File: src/rtl/life_pkg.sv
// Shared encodings for the life array sequencer: host opcodes, FSM states
// and a counter-width helper.
package life_pkg;

  localparam int OP_W = 3;

  typedef enum logic [OP_W-1:0] {
    OP_NOP   = 3'd0,
    OP_RUN   = 3'd1,
    OP_STOP  = 3'd2,
    OP_STEP  = 3'd3,
    OP_SCAN  = 3'd4,
    OP_CLEAR = 3'd5
  } op_e;

  typedef enum logic [2:0] {
    ST_IDLE,
    ST_RUN_WAIT,
    ST_STEP,
    ST_SCAN,
    ST_CLEAR
  } state_e;

  // Width of a counter covering 0..n-1, never narrower than one bit.
  function automatic int cnt_w(input int n);
    return (n > 1) ? $clog2(n) : 1;
  endfunction

endpackage

File: src/rtl/life_array_ctrl_if.sv
// Host command channel of the life array sequencer (valid/ready handshake).
interface life_array_ctrl_if;
  import life_pkg::*;

  logic            cmd_valid;
  logic [OP_W-1:0] cmd_op;
  logic            cmd_ready;

  modport master (output cmd_valid, output cmd_op, input cmd_ready);
  modport slave  (input cmd_valid, input cmd_op, output cmd_ready);
endinterface

File: src/rtl/life_gen_timer.sv
// Generation-rate down-counter: loads GEN_DIV-1, decrements on request,
// holds at zero and otherwise freezes its value.
module life_gen_timer
  import life_pkg::*;
#(
  parameter int GEN_DIV = 4
) (
  input  logic clk,
  input  logic reset,
  input  logic load,
  input  logic dec,
  output logic zero
);

  localparam int            TW     = cnt_w(GEN_DIV);
  localparam logic [TW-1:0] RELOAD = TW'(GEN_DIV - 1);

  logic [TW-1:0] count;

  // NOTE: sequential state uses non-blocking assignments so every flop samples pre-edge values.
  always_ff @(posedge clk) begin
    if (reset || load) begin
      count <= RELOAD;
    end else if (dec && (count != '0)) begin
      count <= count - TW'(1);
    end
  end

  assign zero = (count == '0);

endmodule

File: src/rtl/life_array_ctrl.sv
// Sequencer for the Conway life cell array: free-run, single-step, clear and
// toroidal scan readout. Optional auto-stop on empty array: LIFE_CTRL_AUTOSTOP_EN.
module life_array_ctrl
  import life_pkg::*;
#(
  parameter int ROWS    = 16,
  parameter int COLS    = 16,
  parameter int GEN_DIV = 4,
  parameter int GEN_W   = 16
) (
  input  logic                   clk,
  input  logic                   reset,
  life_array_ctrl_if.slave       cmd,
  input  logic                   host_write,
  input  logic                   array_alive,
  output logic                   cell_enb,
  output logic                   cell_scan,
  output logic                   cell_write,
  output logic                   cell_reset,
  output logic                   scan_valid,
  output logic [cnt_w(COLS)-1:0] scan_col,
  output logic                   running,
  output logic [GEN_W-1:0]       gen_count
);

  localparam int            CW          = cnt_w(COLS);
  localparam logic [CW-1:0] LAST_COL    = CW'(COLS - 1);
  localparam int            unused_rows = ROWS;

  state_e state, state_nxt;
  logic   running_nxt;
  logic   accept;
  logic   timer_load, timer_dec, timer_zero;

  assign cmd.cmd_ready = (state == ST_IDLE) || (state == ST_RUN_WAIT);
  assign accept        = cmd.cmd_valid && cmd.cmd_ready;

`ifdef LIFE_CTRL_AUTOSTOP_EN
  // Marks the first RUN_WAIT cycle, when array_alive reflects the new generation.
  logic just_stepped;
  always_ff @(posedge clk) begin
    if (reset) just_stepped <= 1'b0;
    else       just_stepped <= (state == ST_STEP);
  end
`else
  logic unused_alive;
  assign unused_alive = array_alive;
`endif

  always_comb begin
    // NOTE: every comb output gets a default first, so no path can infer a latch.
    state_nxt   = state;
    running_nxt = running;
    timer_load  = 1'b0;
    unique case (state)
      ST_IDLE: begin
        if (accept) begin
          case (cmd.cmd_op)
            OP_RUN: begin
              running_nxt = 1'b1;
              timer_load  = 1'b1;
              state_nxt   = ST_RUN_WAIT;
            end
            OP_STEP:  state_nxt = ST_STEP;
            OP_SCAN:  state_nxt = ST_SCAN;
            OP_CLEAR: state_nxt = ST_CLEAR;
            default:  state_nxt = ST_IDLE;
          endcase
        end
      end
      ST_RUN_WAIT: begin
        // Host commands outrank the pending step; SCAN leaves the timer frozen.
        if (accept && (cmd.cmd_op == OP_CLEAR)) begin
          running_nxt = 1'b0;
          state_nxt   = ST_CLEAR;
        end else if (accept && (cmd.cmd_op == OP_STOP)) begin
          running_nxt = 1'b0;
          state_nxt   = ST_IDLE;
        end else if (accept && (cmd.cmd_op == OP_SCAN)) begin
          state_nxt = ST_SCAN;
`ifdef LIFE_CTRL_AUTOSTOP_EN
        end else if (just_stepped && !array_alive) begin
          running_nxt = 1'b0;
          state_nxt   = ST_IDLE;
`endif
        end else if (timer_zero) begin
          state_nxt = ST_STEP;
        end
      end
      ST_STEP: begin
        if (running) begin
          timer_load = 1'b1;
          state_nxt  = ST_RUN_WAIT;
        end else begin
          state_nxt = ST_IDLE;
        end
      end
      ST_SCAN: begin
        if (scan_col == LAST_COL) state_nxt = running ? ST_RUN_WAIT : ST_IDLE;
      end
      ST_CLEAR: begin
        running_nxt = 1'b0;
        state_nxt   = ST_IDLE;
      end
      default: state_nxt = ST_IDLE;
    endcase
  end

  assign timer_dec = (state == ST_RUN_WAIT) && (state_nxt == ST_RUN_WAIT);

  life_gen_timer #(.GEN_DIV(GEN_DIV)) u_timer (
    .clk   (clk),
    .reset (reset),
    .load  (timer_load),
    .dec   (timer_dec),
    .zero  (timer_zero)
  );

  // Strobes are registered from the next state, so each one lines up with its state cycle.
  always_ff @(posedge clk) begin
    if (reset) begin
      state      <= ST_IDLE;
      running    <= 1'b0;
      gen_count  <= '0;
      cell_enb   <= 1'b0;
      cell_scan  <= 1'b0;
      cell_write <= 1'b0;
      cell_reset <= 1'b0;
      scan_valid <= 1'b0;
      scan_col   <= '0;
    end else begin
      state   <= state_nxt;
      running <= running_nxt;
      if (state == ST_CLEAR)     gen_count <= '0;
      else if (state == ST_STEP) gen_count <= gen_count + GEN_W'(1);
      cell_enb   <= (state_nxt == ST_STEP);
      cell_scan  <= (state_nxt == ST_SCAN);
      scan_valid <= (state_nxt == ST_SCAN);
      cell_reset <= (state_nxt == ST_CLEAR);
      cell_write <= (state == ST_IDLE) && (state_nxt == ST_IDLE) && host_write;
      scan_col   <= ((state == ST_SCAN) && (state_nxt == ST_SCAN)) ? scan_col + CW'(1) : '0;
    end
  end

endmodule
File: src/flat_wrapper.sv
// flat-port wrapper written by rule: the top's interface ports become plain ports
module life_array_ctrl_flat import life_pkg::*;
#(
  parameter int ROWS    = 16,
  parameter int COLS    = 16,
  parameter int GEN_DIV = 4,
  parameter int GEN_W   = 16
)
  (clk, reset, host_write, array_alive, cell_enb, cell_scan, cell_write, cell_reset, scan_valid, scan_col, running, gen_count, cmd_cmd_valid, cmd_cmd_op, cmd_cmd_ready);
  life_array_ctrl_if cmd_i ();
  input  logic clk;
  input  logic reset;
  input  logic host_write;
  input  logic array_alive;
  output logic cell_enb;
  output logic cell_scan;
  output logic cell_write;
  output logic cell_reset;
  output logic scan_valid;
  output logic [cnt_w(COLS)-1:0] scan_col;
  output logic running;
  output logic [GEN_W-1:0] gen_count;
  input wire logic [$bits(cmd_i.cmd_valid)-1:0] cmd_cmd_valid;
  input wire logic [$bits(cmd_i.cmd_op)-1:0] cmd_cmd_op;
  output wire logic [$bits(cmd_i.cmd_ready)-1:0] cmd_cmd_ready;
  assign cmd_i.cmd_valid = cmd_cmd_valid;
  assign cmd_i.cmd_op = cmd_cmd_op;
  assign cmd_cmd_ready = cmd_i.cmd_ready;
  life_array_ctrl #(.ROWS(ROWS), .COLS(COLS), .GEN_DIV(GEN_DIV), .GEN_W(GEN_W)) u_core (.clk(clk), .reset(reset), .cmd(cmd_i), .host_write(host_write), .array_alive(array_alive), .cell_enb(cell_enb), .cell_scan(cell_scan), .cell_write(cell_write), .cell_reset(cell_reset), .scan_valid(scan_valid), .scan_col(scan_col), .running(running), .gen_count(gen_count));
endmodule
File: config.mk
export PLATFORM = sky130hd
export DESIGN_NAME = life_array_ctrl_flat
export DESIGN_NICKNAME = d
export VERILOG_FILES = /design/src/rtl/life_pkg.sv /design/src/rtl/life_array_ctrl_if.sv /design/src/rtl/life_gen_timer.sv /design/src/rtl/life_array_ctrl.sv /design/src/flat_wrapper.sv
export SDC_FILE = /design/constraint.sdc
export NUM_CORES = 1
export LEC_CHECK = 0
export ABC_AREA = 1
export BUFFER_PORTS_ARGS = -buffer_cell sky130_fd_sc_hd__buf_2
export CAP_MARGIN = 20
export CORE_ASPECT_RATIO = 0.8
export CORE_MARGIN = 3
export CORE_UTILIZATION = 53
export DETAILED_ROUTE_END_ITERATION = 16
export PLACE_DENSITY = 0.85
export SLEW_MARGIN = 20
export SYNTH_ARGS = -nofsm -noshare
export SYNTH_HDL_FRONTEND = slang
export SYNTH_SLANG_ARGS = --single-unit
File: constraint.sdc
create_clock -name clk -period 1.7 [get_ports clk]
set_clock_uncertainty 0.15 [all_clocks]
set_input_delay 0.085 -clock clk [delete_from_list [all_inputs] [get_ports clk]]
set_output_delay 0.085 -clock clk [all_outputs]
set_load 0.005 [all_outputs]
## Word-level counts from Yosys, hierarchy flattened

Index checks and enable logic that the tools add are counted.

- Input bits: 8
- Logic and storage cells: 67
- Output and inout port bits: 27
- Register bits after elaboration: 30

- Eq/ne operators: 17
- Reduce and logical (&&, ||, !) cells: 19
- $add $sub $neg: 3
- Muxes and demuxes: 18
- Bitwise gates (word level): 1

Operators with widths:

| operator | number |
|---|---|
| 3-bit one-hot mux with 4 select lines | 2 |
| 3-bit by 2-bit equality test with 1-bit output (second input constant) | 6 |
| 3-bit 2-to-1 mux | 6 |
| 16-bit by 1-bit adder with 16-bit output (second input constant) | 1 |
| 3-bit equality test (second input constant) | 4 |
| 3-bit by 1-bit equality test with 1-bit output (second input constant) | 3 |
| 1-bit logical AND | 9 |
| 1-bit 2-to-1 mux | 8 |
| 3-bit zero test | 2 |
| 4-bit by 1-bit adder with 4-bit output (second input constant) | 1 |
| 4-bit equality test (second input constant) | 1 |
| 4-bit AND reduction | 1 |
| 2-bit OR reduction | 2 |
| 3-bit inequality test (second input constant) | 1 |
| 1-bit one-hot mux with 3 select lines | 1 |
| 3-bit nonzero test | 1 |
| 2-bit zero test | 1 |
| 1-bit logical OR | 2 |
| 2-bit by 1-bit inequality test with 1-bit output (second input constant) | 1 |
| 2-bit inequality test (second input constant) | 1 |
| 1-bit one-hot mux with 2 select lines | 1 |
| 2-bit nonzero test | 1 |
| 2-bit by 1-bit subtractor with 2-bit output (second input constant) | 1 |
| 1-bit NOT | 1 |

## Logic depth before layout (Yosys ltp)

Gate-level depths: netlist (run 1).

- Word-level depth: 12
- Mapped depth: 11
- Depth with buffers taken out: 11

## By module

From an unflattened synthesis (run 1), not the netlist that was laid out.

- Cells, all modules: 263
- Area, all modules: 1,682.9 sq um

Modules (own cells, without submodules):

| module | cells an instance | area each (sq um) | seq. area each (sq um) | times used |
|---|---|---|---|---|
| life_array_ctrl | 248 | 1,580.3 | 560.5 | 1 |
| life_gen_timer | 15 | 102.6 | 40.0 | 1 |

## Worst setup path before layout (run 1)

Ideal clock, no wire load.

- Kind: register to register
- Start point: reg u_core.gen_count[1]
- End point: reg u_core.gen_count[10]
- Arrival time: 1,235 ps
- Required time: 1,437 ps
- Period minus slack after synthesis: 1,497 ps
- Cell stages (with the launch flop): 9
- Library setup time: 113 ps
- Path buffers: 0
- Path slack: 203 ps
- Cell sequence: dfxtp_1 -> ha_1 -> inv_1 -> nor3b_4 -> nand4_2 -> nor2_2 -> nand2_1 -> nand2_1 -> nor2_1

- Cells in the longest elaborated chain, start to end: 1

Ends and longest elaborated chain:

| item | line | source |
|---|---|---|
| start, declared | life_array_ctrl.sv:23 | `output logic [GEN_W-1:0] gen_count` |
| start signal, assigned | life_array_ctrl.sv:135 | `else if (state == ST_STEP) gen_count <= gen_count + GEN_W'(1);` |
| 16-bit by 1-bit adder with 16-bit output | life_array_ctrl.sv:135 |  |

No other way between the ends.
A chain may end at the register's enable or synchronous reset.

## Final worst setup path (run 1)

- Start point: reg u_core.state[2]
- End point: reg u_core.u_timer.count[0]

- Cells in the longest elaborated chain, start to end: 11
- Elaborated cells on any way between the ends: 22
- Those cells by class: 4 x eq/ne; 9 x mux; 9 x reduce/logical

Ends and longest elaborated chain:

| item | line | source |
|---|---|---|
| start, declared | life_array_ctrl.sv:30 | `state_e state, state_nxt;` |
| start signal, assigned | life_array_ctrl.sv:132 | `state <= state_nxt;` |
| 3-bit by 1-bit equality test with 1-bit output / 3-bit zero test (equally long branches) | life_array_ctrl.sv:35, life_array_ctrl.sv:55, life_array_ctrl.sv:109 |  |
| 1-bit logical OR | life_array_ctrl.sv:35 | `assign cmd.cmd_ready = (state == ST_IDLE) \|\| (state == ST_RUN_WAIT);` |
| 1-bit logical AND | life_array_ctrl.sv:36 | `assign accept = cmd.cmd_valid && cmd.cmd_ready;` |
| 1-bit logical AND | life_array_ctrl.sv:79 | `end else if (accept && (cmd.cmd_op == OP_SCAN)) begin` |
| 3-bit 2-to-1 mux | life_array_ctrl.sv:79 |  |
| 3-bit 2-to-1 mux | life_array_ctrl.sv:76 | `end else if (accept && (cmd.cmd_op == OP_STOP)) begin` |
| 3-bit 2-to-1 mux | life_array_ctrl.sv:73 | `if (accept && (cmd.cmd_op == OP_CLEAR)) begin` |
| 3-bit one-hot mux with 4 select lines | life_array_ctrl.sv:55 | `unique case (state)` |
| 3-bit by 1-bit equality test with 1-bit output | life_array_ctrl.sv:109 | `assign timer_dec = (state == ST_RUN_WAIT) && (state_nxt == ST_RUN_WAIT);` |
| 1-bit logical AND | life_array_ctrl.sv:109 |  |
| 1-bit logical AND | life_gen_timer.sv:24 | `end else if (dec && (count != '0)) begin` |
| end signal, assigned | life_gen_timer.sv:25 | `count <= count - TW'(1);` |
| end, declared | life_gen_timer.sv:18 | `logic [TW-1:0] count;` |

Several ways; a longest one is shown, not always the timed one.

==> qor.yml, run 1 <==
timing:
  hold_viol_final: 0
  post-route-period-util_pct: 96.1
  postLayoutSetupSlackWorst_ns: 0.0658
  finalMaxSlewViolations: 0
  finalCriticalPeriod_ns: 1.63
  worstMarginPinSlew_ns: 0.369
  relSlewSlack_pct: 75.3
  setup_viol: 0
  max_freq_ghz: 0.612
global_routing:
  grt_pass1_vias: 1368
  antenna_found_initial: 0
  grt_max_degree: 10
  grt_usage_pct: 22.4
  grt_pass1_wl_um: 6070
  grt_overflow_total: 0
worst_hold_path:
  worstHoldPathType: "input pin to flip-flop"
clock_tree:
  cts-buffers-inserted: 5
  clock_latency_ns: 0.29
  cts_tree: "yes"
  clockBufferDepth: 2
  clockRootBuffer: "clkbuf_8"
  htree_levels: 2
  cts.sink_count: 30
  clk_pin_slew_ns: 0.06
setup_path:
  crit_required_ns: 1.72
  critPathArrivalTime_ns: 1.65
  crit_type: "flip-flop to flip-flop"
  cp_max_fo: 5
  cp-start-kind: "flip-flop"
  end_kind: "flip-flop"
yosys:
  netlist_area_sq_mm: 0.00160
  syn_avg_cell_area_sq_um: 6.96
  async_flop_share_pct: 0
  yosysTopAreaCellShare_pct: 37.5
  synth_edf_count: 0
  syn_inst: 230
  yosysMostFrequentCell: "nand2_1"
  ys_types: 29
  synth_top_area_cell: "dfxtp_1"
  synth-seq-cells: 30
  synth-seq-area-share_pct: 37.5
  synth_common_cells: "nand2_1, nor2_1, dfxtp_1, inv_1, nand3_1"
  netlist_top_cells_area: "dfxtp_1, nand2_1, nor2_1"
  yosysWarnings: 0
  ys.flop_type: "dfxtp_1"
  synth_nets: 241
routing:
  routedWlPerCell_um: 12.1
  finalWirelength_um: 3920
  drt-pass1-iter-count: 4
  drc: 0
  viasPerCell: 5.09
  drt_iter0_markers: 83
  ant_nets: 0
  num_vias: 1649
finish:
  multi_input_area_sq_um: 891
  nFillCells: 241
  layoutNonFillerInstCount: 324
  drive_gt1_share_pct: 33.6
  postLayoutCoreUtil_pct: 73.2
  area_growth_syn_to_layout_pct: 29.3
  antenna_cells: 0
  ff_latch_area_sq_um: 608
  layout.nets: 296
floorplan:
  design.core.area_sq_mm: 0.00283
  die-area_sq_mm: 0.00372
  start_util_pct: 56.6
  die_h_um: 55.2
  die_x_um: 67.5
  io-pin-count: 35
  rows: 17
placement:
  io_buffers: 33
  dp_slack_ns: 0.0265
  dp_hpwl_um: 2740
  routabilityCongestion: 0.905
  dp.cells: 308
pwr:
  pwr_density_cell_mw_per_mm2: 702
  ir_worst_vdd_v: 0.000539
  leakagePower_nw: 0.982
run:
  drv_cap: 0
outcome:
  status: "finished clean"
[critical path, stage by stage (launching register included)]
cell	delay (ns)
dfxtp_2	0.34
inv_2	0.11
nand2_2	0.11
nor2_4	0.16
inv_2	0.07
nor2_4	0.14
nand3_2	0.11
nand2_4	0.10
nand3_2	0.09
nand2_1	0.07
nand3_1	0.06
[state kept, by name, summed over array words and instances (netlist names)]
signal and cells:
u_core.gen_count 16, u_core.scan_col 4, u_core.state 3, u_core.u_timer.count 2, u_core.cell_enb 1, u_core.cell_reset 1, u_core.cell_scan 1, u_core.cell_write 1
u_core.running 1
[placed cells by master, fill, tap and decap left out]
cell           Yosys  final
nand2_1           45     43
buf_2              1     33
nor2_1            33     31
inv_1             30     28
dfxtp_1           30     24
nand3_1           22     20
buf_4              1     15
a21oi_1           13     13
inv_2              6      8
o21ai_0            7      7
nor2_2             6      6
nor3_1             7      6
clkbuf_8           0      6
dfxtp_2            0      6
nor2_4             3      5
nand3_2            2      4
nand2_2            1      3
xor2_1             3      3
o21ai_1            3      3
nand2_4            2      2
nor3_2             1      2
a31oi_1            2      2
nand4_1            2      2
ha_1               3      2
dlygate4sd3_1      0      2
nand3_4            1      1
nor3b_4            1      1
nand4_2            1      1
a21oi_2            1      1
a211oi_1           1      1
nor3b_1            1      1
xnor2_1            1      1
ha_2               0      1
clkinv_2           0      1
clkbuf_1           0      1
[stage by stage]
| stage | hold WS [ns] | power, W | TNS (ns) | area [sq um] |
|---|---|---|---|---|
| floorplan | 0.00738 | 0.000807 | 0 | 1600 |
| global placement | 0.170 | 0.000846 | 0 | 1870 |
| detailed placement | 0.168 | 0.000848 | 0 | 1870 |
| CTS | 0.128 | 0.00144 | 0 | 1990 |
| global route | 0.149 | 0.00149 | -0.0806 | 2070 |
| finish | 0.137 | 0.00145 | 0 | 2070 |
[logic make-up after synthesis]
group	after synthesis	share of synthesized area [%]
AOI/OAI and AO/OA	27	8.98
and+or+nand+nor	128	39.8
xor gates and xnor gates	4	2.19
DFF	30	37.5
buffers and inverters	38	9.22
adders and majority gates	3	2.34
[final cells by class]
type	count	share of cell area (%)
multi-input combinational	162	43.0
sequential	30	29.4
timing repair buffer	50	14.4
inverter	36	6.53
clock buffer	7	4.17
tap	38	2.30
clock inverter	1	0.242
[report_power, final]
| part | switching [W] | internal (W) |
|---|---|---|
| Combinational | 0.0000811 | 0.0000533 |
| Clock | 0.000276 | 0.000326 |
| Sequential | 0.00000648 | 0.000711 |
| Total | 0.000364 | 0.00109 |
[layer usage]
metal / up-vias / global-route usage (%) / share of wire, %
met2: 61 / 34.2 / 44
li1: 844 / - / -
met4: 0 / 9.09 / 2.1
met3: 11 / 5.45 / 7.3
met1: 733 / 30.3 / 46
met5: - / 0 / 0
[final timing paths]
| kind | from | end | slack, ns | cells after the start |
|---|---|---|---|---|
| hold reg to reg | u_core.u_timer.count[1]$_SDFFE_PP1P_ | u_core.u_timer.count[1]$_SDFFE_PP1P_ | 0.31 | 2 |
| hold / removal | cmd_cmd_valid | u_core.running$_SDFFE_PP0P_ | 0.14 | 5 |
| setup reg to reg | u_core.state[2]$_SDFF_PP0_ | u_core.u_timer.count[0]$_SDFFE_PP1P_ | 0.07 | 10 |
| setup / recovery | u_core.state[2]$_SDFF_PP0_ | u_core.u_timer.count[0]$_SDFFE_PP1P_ | 0.07 | 10 |
[what timing repair did]
| action | 4_1_cts | 5_1_grt |
|---|---|---|
| setup buffers | 0 | 6 |
| resized for setup | 1 | 17 |
| cloned | 0 | 0 |
| endpoints found under the setup margin | 2 | 9 |
| endpoints found under the hold margin | 6 | 0 |
| pin swaps | 0 | 9 |
| hold buffers | 2 | 0 |
Power figures use the tool's default switching activity.
==> run 2: changes to the inputs <==
ABC_AREA = not set   (was 1)
CORE_UTILIZATION = 52   (was 53)
==> run 2 against run 1 <==
  * The flow now finishes with violations (negative setup slack)
  * Maximum frequency down 14%
  * Routed wire length rose by 4.5%
  * Core utilization grew 5.6 points
  * Non-clock buffer count increased by 11
  * Sequential power barely moved
  * Clock power down 26%
  * Via count is 11% lower
==> qor.yml, run 2 <==
outcome:
  status: "finished with violations"
  violations: "negative setup slack"
finish:
  ff_latch_area_sq_um: 612  # +0.62%
  postLayoutCoreUtil_pct: 78.8  # +5.6 points
  top_regs: "u_core.gen_count (16), u_core.scan_col (4), u_core.state (3)"
  layout.nets: 236  # -20%
  antenna_cells: 0  # unchanged
  area_growth_syn_to_layout_pct: 37.1
  nFillCells: 168  # -30%
  multi_input_area_sq_um: 913  # +2.5%
  drive_gt1_share_pct: 42.0  # +8.5 points
  regMostFlops: "u_core.gen_count"
  largest_reg_flops: 16  # unchanged
  layout_commonest_cell: "buf_2"
  final_cell_mix: "buf_2, dfxtp_1, buf_4, nor2_1"
global_routing:
  antenna_found_initial: 0  # unchanged
  grt_usage_pct: 22.7  # +0.34 points
  grt_pass1_wl_um: 6040  # -0.35%
  grt_overflow_total: 0  # unchanged
  grt_pass1_vias: 1353  # -1.1%
  grt_max_degree: 15  # +5
timing:
  finalMaxSlewViolations: 0  # unchanged
  post-route-period-util_pct: 112  # +15 points
  worstMarginPinSlew_ns: 0.434  # +0.0658 ns
  finalCriticalPeriod_ns: 1.90  # +0.261 ns
  hold_viol_final: 0  # unchanged
  setup_viol: 18  # +18
  max_freq_ghz: 0.528  # -14%
  whs_ns: 0.0139  # -0.123 ns
  relSlewSlack_pct: 70.6  # -4.6 points
  postLayoutSetupSlackWorst_ns: -0.196  # -0.261 ns
  rsz0062_at_grt: "yes"
routing:
  drc: 0  # unchanged
  num_vias: 1468  # -11%
  drt-pass1-iter-count: 4  # unchanged
  finalWirelength_um: 4090  # +4.5%
  routedWlPerCell_um: 15.6  # +29%
  ant_nets: 0  # unchanged
  viasPerCell: 5.60  # +10%
  drt_iter0_markers: 53  # -36%
placement:
  dp_hpwl_um: 2650  # -3.0%
  routabilityCongestion: 0.915  # +1.1%
  io_buffers: 33  # unchanged
  dp_slack_ns: -0.155  # -0.182 ns
setup_path:
  critPathArrivalTime_ns: 1.96  # +0.31 ns
  cp_max_fo: 5  # unchanged
  startpoint: "u_core.state[0]$_SDFF_PP0_"
  crit_type: "flip-flop to flip-flop"
  critical-path-max-stage-delay_ns: 0.56  # +0.22 ns
  crit_required_ns: 1.76  # +0.04 ns
  critPathBufInv: 0  # -2
  slowest_stage: "or4b_4"
  r2r_start: "u_core.state[0]$_SDFF_PP0_"
  crit_path_cell_trace: "or4b_4, nor3_4, a211o_1, and3_1, o21ai_1"
  end_kind: "flip-flop"
  critPathTopFamily: "simple AND/OR/NAND/NOR gates"
  cp-start-kind: "flip-flop"
yosys:
  synth-seq-area-share_pct: 40.5  # +3.0 points
  yosysTopAreaCellShare_pct: 40.5  # +3.0 points
  yosysWarnings: 0  # unchanged
  syn_avg_cell_area_sq_um: 9.05  # +30%
  netlist_area_sq_mm: 0.00148  # -7.3%
  synth-seq-cells: 30  # unchanged
  ys_types: 47  # +62%
  ys.flop_type: "dfxtp_1"
  synth_edf_count: 0  # unchanged
  netlist_top_cells_area: "dfxtp_1, nor2_1, xnor2_1"
  syn_inst: 164  # -29%
  synth_nets: 175  # -27%
  yosysMostFrequentCell: "dfxtp_1"
  synth_common_cells: "dfxtp_1, nor2_1, nand3_1"
  async_flop_share_pct: 0  # unchanged
  synth_top_area_cell: "dfxtp_1"
clock_tree:
  cts.sink_count: 30  # unchanged
  cts_tree: "yes"
  clock_latency_ns: 0.33  # +0.04 ns
  clockBufferDepth: 2  # unchanged
  clockRootBuffer: "clkbuf_4"
  clk_pin_slew_ns: 0.09  # +0.03 ns
  htree_levels: 2  # unchanged
  cts-buffers-inserted: 5  # unchanged
floorplan:
  design.core.area_sq_mm: 0.00258  # -8.7%
  die-area_sq_mm: 0.00353  # -5.0%
  io-pin-count: 35  # unchanged
  start_util_pct: 57.5  # +0.85 points
  die_h_um: 53.8  # -2.5%
  die_x_um: 65.7  # -2.6%
  rows: 16  # -1
pwr:
  seqPwrFrac_pct: 54.0  # +4.7 points
  clkPwrFrac_pct: 33.5  # -7.9 points
  ir_worst_vdd_v: 0.000551  # +2.2%
  swShare_pct: 25.9  # +0.91 points
  internal-power_w: 0.000990  # -9.2%
  switchingPower_w: 0.000347  # -4.7%
  leakagePower_nw: 0.966  # -1.7%
  p_comb_share_pct: 12.6  # +3.4 points
  power.total_w: 0.00134  # -8.1%
  pwr_density_cell_mw_per_mm2: 657  # -6.5%
worst_hold_path:
  hp-start: "host_write"
  worstHoldPathType: "input pin to flip-flop"
run:
  drv_cap: 0  # unchanged
## run 2: changes by cell type after synthesis, sizes merged, moves of 4 or more
cell,change
and3,+7
xor2,+4
nand3,-16
nand2,-41
xnor2,+7
a21oi,-6
and2,+5
inv,-32
nor2,-22
## run 2: path summary, 6_finish.rpt
kind / to / slack [ns] / cells after the start
max: u_core.u_timer.count[1]$_SDFFE_PP1P_ / -0.20 / 5
min: u_core.cell_write$_SDFF_PP0_ / 0.01 / 3
max reg2reg: u_core.u_timer.count[1]$_SDFFE_PP1P_ / -0.20 / 5
min reg2reg: u_core.gen_count[15]$_SDFFE_PP0N_ / 0.38 / 2
## run 2: metal layers
metal / part of all wire, % / global-route usage [%]
met1: 41 / 25.1
met2: 51 / 41.4
met3: 6.2 / 6.47
met4: 1.2 / 9.31
met5: 0 / 0
## run 2: logic make-up after synthesis
kind of cell / after synthesis / synth area share (%)
AO/OA/AOI/OAI: 26 / 12.1
buffers and inverters: 11 / 3.37
adder cells (fa/ha/maj): 3 / 2.53
flip-flops: 30 / 40.5
XOR/XNOR: 15 / 8.85
AND/OR/NAND/NOR: 79 / 32.6
## run 2: worst register-to-register path: cells and delay by family (launching register included)
kind	cells	cell delay [ns]
flip-flops	1	0.37
AO/OA/AOI/OAI	2	0.26
AND/OR/NAND/NOR	3	0.99
## run 2: cell type report
class                      instances  share of cell area (%)
clock buffer                       7                    2.71
timing repair buffer              61                    19.1
sequential                        30                    30.1
inverter                           4                   0.738
clock inverter                     1                   0.246
tap                               36                    2.21
multi-input combinational        123                    44.9
## run 2: what timing repair did
action / CTS / global route
endpoints found under the setup margin: 17 / 23
setup buffers: 7 / 0
pin swaps: 4 / 7
gates resized for setup: 13 / 15
hold buffers: 1 / 0
endpoints found under the hold margin: 7 / 0
## run 2: power by group through the flow
stage	sequential [W]	combinational [W]	clock [W]
2_1_floorplan	0.000735	0.0000857	0
3_3_place_gp	0.000737	0.000131	0
3_5_place_dp	0.000738	0.000138	0
4_1_cts	0.000721	0.000152	0.000453
5_1_grt	0.000723	0.000180	0.000488
6_report	0.000721	0.000168	0.000447
## run 2: stage by stage
stage	TNS [ns]	cell area, sq um	std cells
after floorplan	0	1480	164
after global placement	-0.692	1810	246
after detailed placement	-1.45	1810	246
after CTS	-1.28	1970	262
after global routing	-3.27	2030	262
final	-1.91	2030	262
==> run 3: changes to the inputs <==
BUFFER_PORTS_ARGS = -buffer_cell sky130_fd_sc_hd__buf_4   (was -buffer_cell sky130_fd_sc_hd__buf_2)
==> run 3 against run 2 <==
  * The run still ends with negative setup slack left
  * Cell count decreased by 0.76%
  * Core utilization rose by 1.9 points
  * Clock power is 24% higher
  * Setup slack improved by 0.038 ns
  * Final area rose by 2.4%
  * Global-route usage up 1.9 points
  * First-iteration DRC count is 34% higher
  * Hold slack improved by 0.022 ns
  * Count of clock-buffer cells in the layout down 2
  * Routed wire length is 3.1% lower
  * Critical path type unchanged
  * Largest power group unchanged
==> qor.yml, run 3 (synthesis gave the netlist of run 2 again) <==
pwr:
  p_comb_share_pct: 11.6  # -1.0 points
  swShare_pct: 23.8  # -2.2 points
  internal-power_w: 0.00110  # +11%
  seqPwrFrac_pct: 49.9  # -4.1 points
  pwr_density_cell_mw_per_mm2: 691  # +5.2%
  clkPwrFrac_pct: 38.5  # +5.0 points
  leakagePower_nw: 0.959  # -0.70%
  ir_worst_vdd_v: 0.000590  # +7.1%
  switchingPower_w: 0.000342  # -1.3%
timing:
  relSlewSlack_pct: 66.8  # -3.8 points
  whs_ns: 0.0360  # +0.0221 ns
  post-route-period-util_pct: 109  # -2.3 points
  rsz0062_at_grt: "yes"
  hold_viol_final: 0  # unchanged
  worstMarginPinSlew_ns: 0.498  # +0.0635 ns
  finalMaxSlewViolations: 0  # unchanged
  setup_viol: 15  # -3
  finalSetupTns_ns: -1.45  # +0.458 ns
  finalCriticalPeriod_ns: 1.86  # -0.0383 ns
  max_freq_ghz: 0.538  # +2.1%
  postLayoutSetupSlackWorst_ns: -0.157  # +0.0383 ns
global_routing:
  grt_max_degree: 14  # -1
  grt_usage_pct: 24.7  # +1.9 points
  grt_overflow_total: 0  # unchanged
  antenna_found_initial: 0  # unchanged
  grt_pass1_wl_um: 6440  # +6.5%
  grt_pass1_vias: 1426  # +5.4%
clock_tree:
  clock_latency_ns: 0.33  # about the same
  cts.sink_count: 30  # unchanged
  clockBufferDepth: 2  # unchanged
  cts_tree: "yes"
  htree_levels: 2  # unchanged
  clockRootBuffer: "clkbuf_4"
  cts-buffers-inserted: 5  # unchanged
  clk_pin_slew_ns: 0.09  # about the same
setup_path:
  critical-path-max-stage-delay_ns: 0.55  # about the same
  reg2reg_slack_ns: -0.16  # +0.04 ns
  slowest_stage: "or4b_4"
  critPathArrivalTime_ns: 1.91  # -0.05 ns
  crit_required_ns: 1.75  # about the same
  end_kind: "flip-flop"
  crit_type: "flip-flop to flip-flop"
  crit_path_cell_trace: "or4b_4, nor3_4, a211o_1, and3_1, o21ai_1"
  cp-start-kind: "flip-flop"
  critPathBufInv: 0  # unchanged
  cp_max_fo: 5  # unchanged
  critPathTopFamily: "simple AND/OR/NAND/NOR gates"
finish:
  final_cell_mix: "buf_4, dfxtp_1, nor2_1, nand3_1, xnor2_1"
  layout.nets: 234  # -0.85%
  largest_reg_flops: 16  # unchanged
  area_growth_syn_to_layout_pct: 40.4
  antenna_cells: 0  # unchanged
  regMostFlops: "u_core.gen_count"
  drive_gt1_share_pct: 38.4  # -3.6 points
  top_regs: "u_core.gen_count (16), u_core.scan_col (4), u_core.state (3)"
  nFillCells: 157  # -6.5%
  final_cell_area_sq_mm: 0.00208  # +2.4%
  layout_commonest_cell: "buf_4"
routing:
  drc: 0  # unchanged
  ant_nets: 0  # unchanged
  finalWirelength_um: 3970  # -3.1%
  drt-pass1-iter-count: 4  # unchanged
  viasPerCell: 5.55  # -0.95%
  drt_iter0_markers: 71  # +34%
  routedWlPerCell_um: 15.3  # -2.3%
  num_vias: 1443  # -1.7%
floorplan:
  io-pin-count: 35  # unchanged
  start_util_pct: 57.5  # unchanged
  rows: 16  # unchanged
  die_x_um: 65.7  # unchanged
  die_h_um: 53.8  # unchanged
  die-area_sq_mm: 0.00353  # unchanged
  design.core.area_sq_mm: 0.00258  # unchanged
placement:
  dp_hpwl_um: 2830  # +6.7%
  dpl_cell_area_sq_mm: 0.00193  # +6.5%
  routabilityCongestion: 0.901  # -1.5%
  io_buffers: 33  # unchanged
  dp_slack_ns: -0.180  # -0.0245 ns
run:
  drv_cap: 0  # unchanged
worst_hold_path:
  worstHoldPathType: "input pin to flip-flop"
outcome:
  violations: "negative setup slack"
  status: "finished with violations"
==> run 3: cell types whose count changed in the layout (fill, tap and decap cells not counted), sizes merged <==
cell and change:
buf -2, clkinv +1, clkbuf -2, bufinv +1
==> run 3: per-layer routing <==
metal / vias to the layer above / share of wire [%] / global-route usage [%]
met5: - / 0 / 0
met1: 682 / 42 / 28.9
met3: 9 / 5.8 / 6.47
met2: 49 / 50 / 44.1
li1: 703 / - / -
met4: 0 / 1.9 / 8.28
==> run 3: cell type report <==
class | instances | area [sq um] | share of cell area, %
multi-input cells | 123 | 870 | 41.7
repair buffers | 59 | 469 | 22.5
well taps | 36 | 45.0 | 2.16
inverters | 4 | 15.0 | 0.721
clock inverters | 3 | 40.0 | 1.92
clock buffers | 5 | 37.5 | 1.80
flip-flops and latches | 30 | 607 | 29.1
==> run 3: power by group through the flow <==
stage	Sequential (W)	Combinational [W]	Clock (W)
after detailed placement	0.000735	0.000159	0
after global placement	0.000734	0.000153	0
after floorplan	0.000735	0.0000857	0
after global routing	0.000720	0.000179	0.000590
final	0.000719	0.000166	0.000554
after CTS	0.000718	0.000163	0.000563
==> run 3: worst paths after layout <==
kind / startpoint / depth (start not counted) / to
hold reg to reg: u_core.u_timer.count[1]$_SDFFE_PP1P_ / 2 / u_core.u_timer.count[1]$_SDFFE_PP1P_
hold / removal: cmd_cmd_op[2] / 4 / u_core.running$_SDFFE_PP0P_
setup / recovery: u_core.state[1]$_SDFF_PP0_ / 5 / u_core.u_timer.count[1]$_SDFFE_PP1P_
setup reg to reg: u_core.state[1]$_SDFF_PP0_ / 5 / u_core.u_timer.count[1]$_SDFFE_PP1P_
==> run 3: per-stage QoR <==
| step | utilization [%] | total power, W | instances |
|---|---|---|---|
| 2_1_floorplan | - | 0.000821 | 164 |
| 3_3_place_gp | 74.6 | 0.000887 | 249 |
| 3_5_place_dp | 74.6 | 0.000894 | 249 |
| 4_1_cts | 79.0 | 0.00144 | 258 |
| 5_1_grt | 80.7 | 0.00149 | 260 |
| 6_report | 80.7 | 0.00144 | 260 |
==> run 3: tightest hold or removal path: cells and delay by family <==
family	cells	cell delay, ns
buf+inv	1	0.12
simple gates	2	0.12
compound gates	1	0.14
==> run 3: timing repair <==
action	4_1_cts	5_1_grt
resized for setup	9	6
endpoints found under the hold margin	9	0
pin swaps	14	3
endpoints found under the setup margin	18	22
hold buffers	1	0
gates cloned	0	0
setup buffers	1	2
